File: src/rtl/muldiv_pkg.sv
// rtl/muldiv_pkg.sv - shared constants, state type and funct predicates for muldiv_unit
package muldiv_pkg;

    localparam int XLEN  = 32;
    localparam int CNT_W = $clog2(XLEN);

    localparam logic [5:0] FN_MFHI  = 6'h10;
    localparam logic [5:0] FN_MTHI  = 6'h11;
    localparam logic [5:0] FN_MFLO  = 6'h12;
    localparam logic [5:0] FN_MTLO  = 6'h13;
    localparam logic [5:0] FN_MULT  = 6'h18;
    localparam logic [5:0] FN_MULTU = 6'h19;
    localparam logic [5:0] FN_DIV   = 6'h1a;
    localparam logic [5:0] FN_DIVU  = 6'h1b;

    typedef enum logic [1:0] {IDLE, RUN, FIX} state_t;

    function automatic logic is_muldiv(input logic [5:0] funct);
        return funct inside {FN_MULT, FN_MULTU, FN_DIV, FN_DIVU};
    endfunction

    // Every funct that touches HI/LO and therefore must wait for a pending result
    function automatic logic is_hilo_op(input logic [5:0] funct);
        return is_muldiv(funct) || (funct inside {FN_MFHI, FN_MTHI, FN_MFLO, FN_MTLO});
    endfunction

endpackage

File: src/rtl/muldiv_iter.sv
// rtl/muldiv_iter.sv - one shift-add (mode=0) or restoring-divide (mode=1) step
module muldiv_iter
    import muldiv_pkg::*;
(
    input  logic                mode,
    input  logic [2*XLEN-1:0]   acc_i,
    input  logic [XLEN-1:0]     operand,
    output logic [2*XLEN-1:0]   acc_o
);

    logic [XLEN:0] sum;
    logic [XLEN:0] top;
    logic [XLEN:0] diff;

    always_comb begin
        // Multiply: {upper, multiplier}; add multiplicand on lsb then shift right with carry
        sum  = {1'b0, acc_i[2*XLEN-1:XLEN]} + (acc_i[0] ? {1'b0, operand} : '0);
        // Divide: {remainder, dividend}; shift left one and trial-subtract the divisor
        top  = acc_i[2*XLEN-1:XLEN-1];
        diff = top - {1'b0, operand};
        if (mode) begin
            if (diff[XLEN]) begin
                acc_o = {top[XLEN-1:0], acc_i[XLEN-2:0], 1'b0};
            end else begin
                acc_o = {diff[XLEN-1:0], acc_i[XLEN-2:0], 1'b1};
            end
        end else begin
            acc_o = {sum, acc_i[XLEN-1:1]};
        end
    end

endmodule

File: src/rtl/muldiv_unit.sv
// rtl/muldiv_unit.sv - iterative mul/div sequencer with HI/LO registers and EX stall
module muldiv_unit
    import muldiv_pkg::*;
(
    input  logic            clk,
    input  logic            reset,
    input  logic            op_valid,
    input  logic [5:0]      Funct,
    input  logic [XLEN-1:0] A,
    input  logic [XLEN-1:0] B,
    output logic            stall,
    output logic            busy,
    output logic [XLEN-1:0] HI,
    output logic [XLEN-1:0] LO,
    output logic [XLEN-1:0] mf_data
);

    state_t               state_q, state_d;
    logic                 busy_q, busy_d;
    logic [CNT_W-1:0]     cnt_q, cnt_d;
    logic [2*XLEN-1:0]    acc_q, acc_d;
    logic [XLEN-1:0]      opb_q, opb_d;
    logic                 mode_q, mode_d;
    logic                 neg_q, neg_d;
    logic                 rneg_q, rneg_d;
    logic [XLEN-1:0]      hi_q, hi_d;
    logic [XLEN-1:0]      lo_q, lo_d;

    logic [2*XLEN-1:0]    acc_step;
    logic [2*XLEN-1:0]    prod_fix;
    logic [XLEN-1:0]      a_mag, b_mag;
    logic                 fn_div, fn_signed;

    muldiv_iter u_iter (
        .mode    (mode_q),
        .acc_i   (acc_q),
        .operand (opb_q),
        .acc_o   (acc_step)
    );

    always_comb begin
        state_d = state_q;
        busy_d  = busy_q;
        cnt_d   = cnt_q;
        acc_d   = acc_q;
        opb_d   = opb_q;
        mode_d  = mode_q;
        neg_d   = neg_q;
        rneg_d  = rneg_q;
        hi_d    = hi_q;
        lo_d    = lo_q;

        fn_div    = Funct[1];
        fn_signed = ~Funct[0];
        a_mag     = (fn_signed && A[XLEN-1]) ? -A : A;
        b_mag     = (fn_signed && B[XLEN-1]) ? -B : B;
        prod_fix  = neg_q ? -acc_q : acc_q;

        case (state_q)
            IDLE: begin
                if (op_valid && !busy_q) begin
                    if (is_muldiv(Funct)) begin
                        if (fn_div && (B == '0)) begin
                            hi_d = A;
                            lo_d = '1;
                        end else begin
                            state_d = RUN;
                            busy_d  = 1'b1;
                            cnt_d   = '0;
                            mode_d  = fn_div;
                            opb_d   = b_mag;
                            acc_d   = {{XLEN{1'b0}}, a_mag};
                            neg_d   = fn_signed && (A[XLEN-1] ^ B[XLEN-1]);
                            rneg_d  = fn_signed && fn_div && A[XLEN-1];
                        end
                    end else if (Funct == FN_MTHI) begin
                        hi_d = A;
                    end else if (Funct == FN_MTLO) begin
                        lo_d = A;
                    end
                end
            end
            RUN: begin
                acc_d = acc_step;
                cnt_d = cnt_q + 1'b1;
                if (cnt_q == CNT_W'(XLEN-1)) begin
                    state_d = FIX;
                end
            end
            FIX: begin
                state_d = IDLE;
                busy_d  = 1'b0;
                if (mode_q) begin
                    lo_d = neg_q  ? -acc_q[XLEN-1:0]      : acc_q[XLEN-1:0];
                    hi_d = rneg_q ? -acc_q[2*XLEN-1:XLEN] : acc_q[2*XLEN-1:XLEN];
                end else begin
                    hi_d = prod_fix[2*XLEN-1:XLEN];
                    lo_d = prod_fix[XLEN-1:0];
                end
            end
            default: state_d = IDLE;
        endcase
    end

    always_ff @(posedge clk) begin
        if (reset) begin
            state_q <= IDLE;
            busy_q  <= 1'b0;
            cnt_q   <= '0;
            acc_q   <= '0;
            opb_q   <= '0;
            mode_q  <= 1'b0;
            neg_q   <= 1'b0;
            rneg_q  <= 1'b0;
            hi_q    <= '0;
            lo_q    <= '0;
        end else begin
            state_q <= state_d;
            busy_q  <= busy_d;
            cnt_q   <= cnt_d;
            acc_q   <= acc_d;
            opb_q   <= opb_d;
            mode_q  <= mode_d;
            neg_q   <= neg_d;
            rneg_q  <= rneg_d;
            hi_q    <= hi_d;
            lo_q    <= lo_d;
        end
    end

    always_comb begin
        case (Funct)
            FN_MFHI: mf_data = hi_q;
            FN_MFLO: mf_data = lo_q;
            default: mf_data = '0;
        endcase
    end

    assign stall = op_valid && busy_q && is_hilo_op(Funct);
    assign busy  = busy_q;
    assign HI    = hi_q;
    assign LO    = lo_q;

endmodule

File: config.mk
export PLATFORM = sky130hd
export DESIGN_NAME = muldiv_unit
export DESIGN_NICKNAME = d
export VERILOG_FILES = /design/src/rtl/muldiv_pkg.sv /design/src/rtl/muldiv_iter.sv /design/src/rtl/muldiv_unit.sv
export SDC_FILE = /design/constraint.sdc
export NUM_CORES = 1
export LEC_CHECK = 0
export BUFFER_PORTS_ARGS = -buffer_cell sky130_fd_sc_hd__buf_4
export CORE_MARGIN = 4
export CORE_UTILIZATION = 36
export CTS_CLUSTER_SIZE = 30
export DETAILED_ROUTE_END_ITERATION = 8
export GPL_TIMING_DRIVEN = 0
export RECOVER_POWER = 25
export REMOVE_ABC_BUFFERS = 1
export SETUP_SLACK_MARGIN = 0.4
export SLEW_MARGIN = 20
export SYNTH_ARGS = -nofsm -noshare
export SYNTH_HDL_FRONTEND = slang
export SYNTH_SLANG_ARGS = --single-unit
File: constraint.sdc
create_clock -name clk -period 3 [get_ports clk]
set_input_delay 0 -clock clk [delete_from_list [all_inputs] [get_ports clk]]
set_output_delay 0 -clock clk [all_outputs]
set_load 0.01 [all_outputs]
Word level (Yosys, flattened, before mapping):

Index checks and enable logic that the tools add are counted.

* register bits: 171
* output and inout bits: 98

* eq/ne operators: 19
* mux-type cells: 39
* bitwise operators: 3
* reduce and logical (&&, ||, !) cells: 23
* add/subtract/negate cells: 8

Operators by type and width (number)
* $mux 32: 16
* $mux 64: 6
* $pmux 32 s2: 3
* $neg 32->32: 4
* $pmux 64 s2: 1
* $neg 64->64: 1
* $eq 6x5->1 const B: 8
* $add 32x33->33: 1
* $sub 33x32->33: 1
* $logic_not 32->1: 1
* $reduce_and 4->1: 5
* $mux 5: 3
* $ne 3x3->1 const B: 4
* $pmux 5 s2: 1
* $logic_and 1x1->1: 9
* $mux 2: 4
* $ne 2x2->1 const B: 4
* $reduce_bool 4->1: 2
* $add 5x1->5 const B: 1
* $eq 5x5->1 const B: 1
* $reduce_and 5->1: 1
* $pmux 2 s2: 1
* $reduce_bool 2->1: 2
* $mux 1: 3
* 8 further kinds: 9

Longest topological paths before layout:

* depth in word-level cells: 7
* gate-level depth with buffers: 14

By module:

A second synthesis with hierarchy kept.

* cells, all modules: 2079
* area total of the unflattened synthesis: 15398.5 um2

By module, submodules not included
* muldiv_unit: instances 1, seq. area each 3423.3 um2, cells an instance 1391, area each 10577.6 um2
* muldiv_iter: instances 1, seq. area each 0.0 um2, cells an instance 688, area each 4820.9 um2

Least setup slack after synthesis:

OpenSTA, ideal clock, no wires.

* path type: reg2reg
* start point: register acc_q[31]
* end point: register acc_q[54]
* buffers on the path: 1
* library setup time: 69 ps
* arrival: 3211 ps
* period minus slack after synthesis: 3280 ps
* setup slack: -280 ps
* cell stages (with the launch flop): 14
* data required time: 2931 ps
* path through: dfxtp_1 inv_1 ha_1 fa_1 nand2b_1 a21oi_1 o21ai_1 a211oi_1 o211ai_1 a21oi_2 xnor2_1 buf_2 mux2_2 o21ai_1

* cells in the longest elaborated chain, start to end: 4

Ends and longest elaborated chain
* start: declaration: RTL line muldiv_unit.sv:21 `logic [2*XLEN-1:0] acc_q, acc_d;`
* start signal: assignment: RTL line muldiv_unit.sv:110 `acc_q <= '0;`
* start signal: assignment: RTL line muldiv_unit.sv:121 `acc_q <= acc_d;`
* $sub 33x32->33: RTL line muldiv_iter.sv:20 `diff = top - {1'b0, operand};`
* $mux 64: RTL line muldiv_iter.sv:22 `if (diff[XLEN]) begin`
* $mux 64: RTL line muldiv_iter.sv:21 `if (mode) begin`
* $pmux 64 s2: RTL line muldiv_unit.sv:59 `case (state_q)`

No other way between the ends.
A chain may end at the register's enable or synchronous reset.

Worst setup path in the final report:

* start point: register acc_q[31]
* end point: register acc_q[48]

Same word-level chain as after synthesis.

==> metrics.log <==
[metrics] run status: finished, violations left
[metrics] violations in the final reports: negative setup slack
[metrics] power density over the cells: roughly 310 nW/um^2
[metrics] number of primary I/O pins: roughly 170
[metrics] total inserted antenna cells: 0
[metrics] number of core rows: between 70 and 80
[metrics] Die Wd: 210.7 um
[metrics] number of design-rule violations left by the first detailed-router iteration: roughly 1100
[metrics] most frequently used flop master after synthesis: sky130_fd_sc_hd__dfxtp_1
[metrics] count of final hold-check violations: 0
[metrics] clock insertion delay at the later pin of the skew report: roughly 460 ps
[metrics] gp weighted congestion: ~0.94
[metrics] Crit path required time: around 3300 ps
[metrics] worst setup path start: acc_q[31]
[metrics] Post-synth EDFFs: 0
[metrics] worst endpoint data arrival time: 3470 ps
[metrics] met3 routed wirelength: between 3000 and 4000 um
[metrics] Ys Warns: 0
[metrics] GRT Residual Overflow: 0
[metrics] DRC Markers: 0
[metrics] Synth-to-Final Area Change: 41.10%
[metrics] global-route usage over all layers: around 25%
[metrics] highest clock rate: roughly 320 MHz
[metrics] worst reg2reg startpoint: acc_q[31]
[metrics] number of cell instances on the worst register-to-register path: 16
[metrics] top layer reached by signal wires: met4
[metrics] final cell utilization of the core: about half
[metrics] fraction of layout cells with a size suffix above 1: between 20% and 30%
[metrics] cell total after placement: approximately 2600
[metrics] Period minus WS final: 3150 ps
[metrics] reg-to-reg endpoint: acc_q[48]
[metrics] leakage power total: 8.226 nW
[metrics] setup slack, reg-to-reg: -150 ps
[metrics] number of iterations in the first detailed-routing pass: 8
[metrics] H-Tree Depth: 4
[metrics] transition at the pin with the smallest max-transition slack: ~1100 ps
[metrics] Synth Cell Area: between 10000 and 15000 sq um
[metrics] via count of the first global-routing pass: between 15000 and 20000
[metrics] number of violations of the max-capacitance limit: 0
[metrics] leading cell types in the layout, fill and taps excluded: sky130_fd_sc_hd__nor2_1 (259), sky130_fd_sc_hd__buf_4 (214), sky130_fd_sc_hd__a21oi_1 (144)
[metrics] die area: around 44000 sq um
[metrics] TritonCTS sink count: roughly 170
[metrics] most frequent standard cell in the layout excluding fill and tap cells: sky130_fd_sc_hd__nor2_1
[metrics] cell count after synthesis: ~2000
[metrics] routed metal-1 wirelength: roughly 25000 um
[metrics] drt via density: ~6
[metrics] vias after detailed routing: about 17000
[metrics] final instance count without filler cells: roughly 2800
[metrics] # port buffers: 170
[metrics] Met2 Wirelength: between 20000 and 30000 um
[metrics] path category of the worst min-delay check: primary input to flop
[metrics] kind of launch point of the worst setup path: flop
[metrics] maximum VDD drop: 0.3487 mV
[metrics] number of filler cells placed in the layout: approximately 3900
[metrics] global-route wire length before repair: 90330 um
[metrics] worst setup path end: acc_q[48]
[metrics] core area: between 40000 and 50000 sq um
[metrics] Max Root-Sink Buffers: 2
[metrics] post-synthesis async set-or-reset flop share: 0%
[metrics] number of nets with antenna violations after detailed routing: 0
[metrics] final setup violation count: 39
[metrics] number of antenna violations at the first check in global routing: 0
[metrics] RSZ-0062 raised after global routing: yes
[metrics] library cell used as clock root buffer: sky130_fd_sc_hd__clkbuf_16
[metrics] Final Skew: between 15 and 20 ps
[metrics] TritonCTS clock tree: yes
[metrics] height of the die: roughly 210 um
[metrics] DR WL/cell: roughly 21 um
[metrics] Max Transition Viols Final: 0
[metrics] clk slew on worst S/H paths: 80 ps
[metrics] starting utilization of the core area: between 30% and 40%
[metrics] CTS Buf Count: 17
[metrics] Post-layout nets: about 2400
[metrics] maximum fanout encountered on the critical timing path: 8
[metrics] share of the cycle needed by the critical path after routing: 105.0%
[metrics] crit end category: flop
[metrics] Max-slew headroom: 29.74%
[metrics] half-perimeter wire length after placement: around 40000 um
[metrics] worst setup path class: flop to flop
[metrics] post-detailed-routing wire length: between 60000 and 70000 um
[metrics] Yosys cell types: 76
[metrics] mean instance size in the synthesized netlist: ~7.4 sq um
[metrics] share of the yosys chip area belonging to registers: a little under a quarter
[metrics] Synth Register Bits: about 170
[metrics] crit path setup slack, layout: -150.2 ps
[metrics] maximum number of pins on one net before global-route repair: 113
[metrics] minimum setup slack after placement: -2333 ps
==> worst max-delay path, cell delays in order, from the launching register on <==
cell and delay, ps:
sky130_fd_sc_hd__dfxtp_4 380, sky130_fd_sc_hd__inv_8 50, sky130_fd_sc_hd__ha_4 160, sky130_fd_sc_hd__fa_2 340
sky130_fd_sc_hd__nand2b_4 160, sky130_fd_sc_hd__a21oi_4 210, sky130_fd_sc_hd__o21ai_4 100, sky130_fd_sc_hd__a211oi_2 220
sky130_fd_sc_hd__buf_4 160, sky130_fd_sc_hd__o211ai_1 100, sky130_fd_sc_hd__a21oi_2 170, sky130_fd_sc_hd__buf_6 140
sky130_fd_sc_hd__xnor2_4 150, sky130_fd_sc_hd__buf_12 200, sky130_fd_sc_hd__buf_12 140, sky130_fd_sc_hd__mux2i_4 250
sky130_fd_sc_hd__o21ai_1 70
==> synth_stat cells, drive strengths merged, types with 24 or more instances <==
library cell | n | area, sq um
nor2 | 277 | 1040
a21oi | 175 | 887.1
dfxtp | 171 | 3423
nand2 | 150 | 563.0
o21ai | 129 | 645.6
clkbuf | 110 | 419.2
xnor2 | 89 | 779.5
a211oi | 86 | 645.6
xor2 | 84 | 735.7
mux2i | 80 | 800.8
ha | 70 | 875.8
inv | 66 | 247.7
or3 | 39 | 244.0
a21o | 37 | 277.8
nor3 | 37 | 190.2
buf | 32 | 165.2
nor2b | 24 | 150.1
==> cell type report <==
cell class,instances,area (sq um),area share [%]
clock buffers,18,439.2,2.103
well taps,532,665.6,3.188
repair buffers,384,3276,15.69
repair inverters,1,7.507,0.03595
inverters,67,266.5,1.276
flip-flops and latches,171,3550,17.00
clock inverters,14,148.9,0.7131
multi-input cells,1630,12530,60.00
==> flip-flops by register name (all words and copies together) (netlist names) <==
| signal | flops |
|---|---|
| cnt_q | 5 |
| neg_q | 1 |
| state_q | 2 |
| busy | 1 |
| mode_q | 1 |
| HI | 32 |
| rneg_q | 1 |
| opb_q | 32 |
| acc_q | 64 |
| LO | 32 |
==> cell families after synthesis <==
kind of cell / Yosys count / synth area share [%]
AO/OA/AOI/OAI: 627 / 27.74
XOR/XNOR: 173 / 10.24
flip-flops: 171 / 23.13
AND/OR/NAND/NOR: 673 / 21.41
buffers and inverters: 209 / 5.648
adder cells (fa/ha/maj): 72 / 6.189
multiplexers: 83 / 5.640
==> per-layer routing <==
metal / vias to the layer above / GRT usage [%]
met5: - / 0
met2: 641 / 43.15
met4: 0 / 9.121
met3: 124 / 3.579
li1: 7830 / -
met1: 8001 / 32.65
==> report_power, final <==
| group | leakage (nW) | switching, mW | internal (mW) |
|---|---|---|---|
| combinational | 6.53 | 0.978 | 0.947 |
| sequential | 1.41 | 0.0471 | 2.29 |
| clock | 0.281 | 1.11 | 1.20 |
==> how the worst min path moves through the flow <==
stage | cells past startpoint | endpoint | slack (ps) | startpoint
after floorplan | 1 | HI[0] | 70 | reset
after global placement | 3 | opb_q[1] | 320 | B[1]
after detailed placement | 3 | opb_q[1] | 330 | B[1]
after CTS | 4 | LO[22] | 2 | A[22]
after global routing | 5 | opb_q[21] | 30 | B[20]
final | 4 | opb_q[3] | 10 | B[3]
==> repair_timing <==
action                                 in CTS  in global routing
cloned                                      3                  2
endpoints found under the hold margin      66                  0
setup buffers                              99                 45
pin swaps                                 111                105
gates resized for setup                   374                153
setup endpoints to repair                 161                157
hold buffers                               52                  0
==> per-stage QoR <==
stage / setup TNS, ps / power, mW / area (sq um) / hold WS [ps]
detailed placement: -125690 / 3.619 / 16510 / 326.9
CTS: -2682 / 6.429 / 20010 / 2.154
global route: -7099 / 6.795 / 20880 / 30.64
finish: -3055 / 6.562 / 20880 / 10.81
global placement: -362230 / 3.591 / 16160 / 321.1
floorplan: -91310 / 3.155 / 14210 / 69.07
No activity file was read; power rests on OpenSTA's default activity.
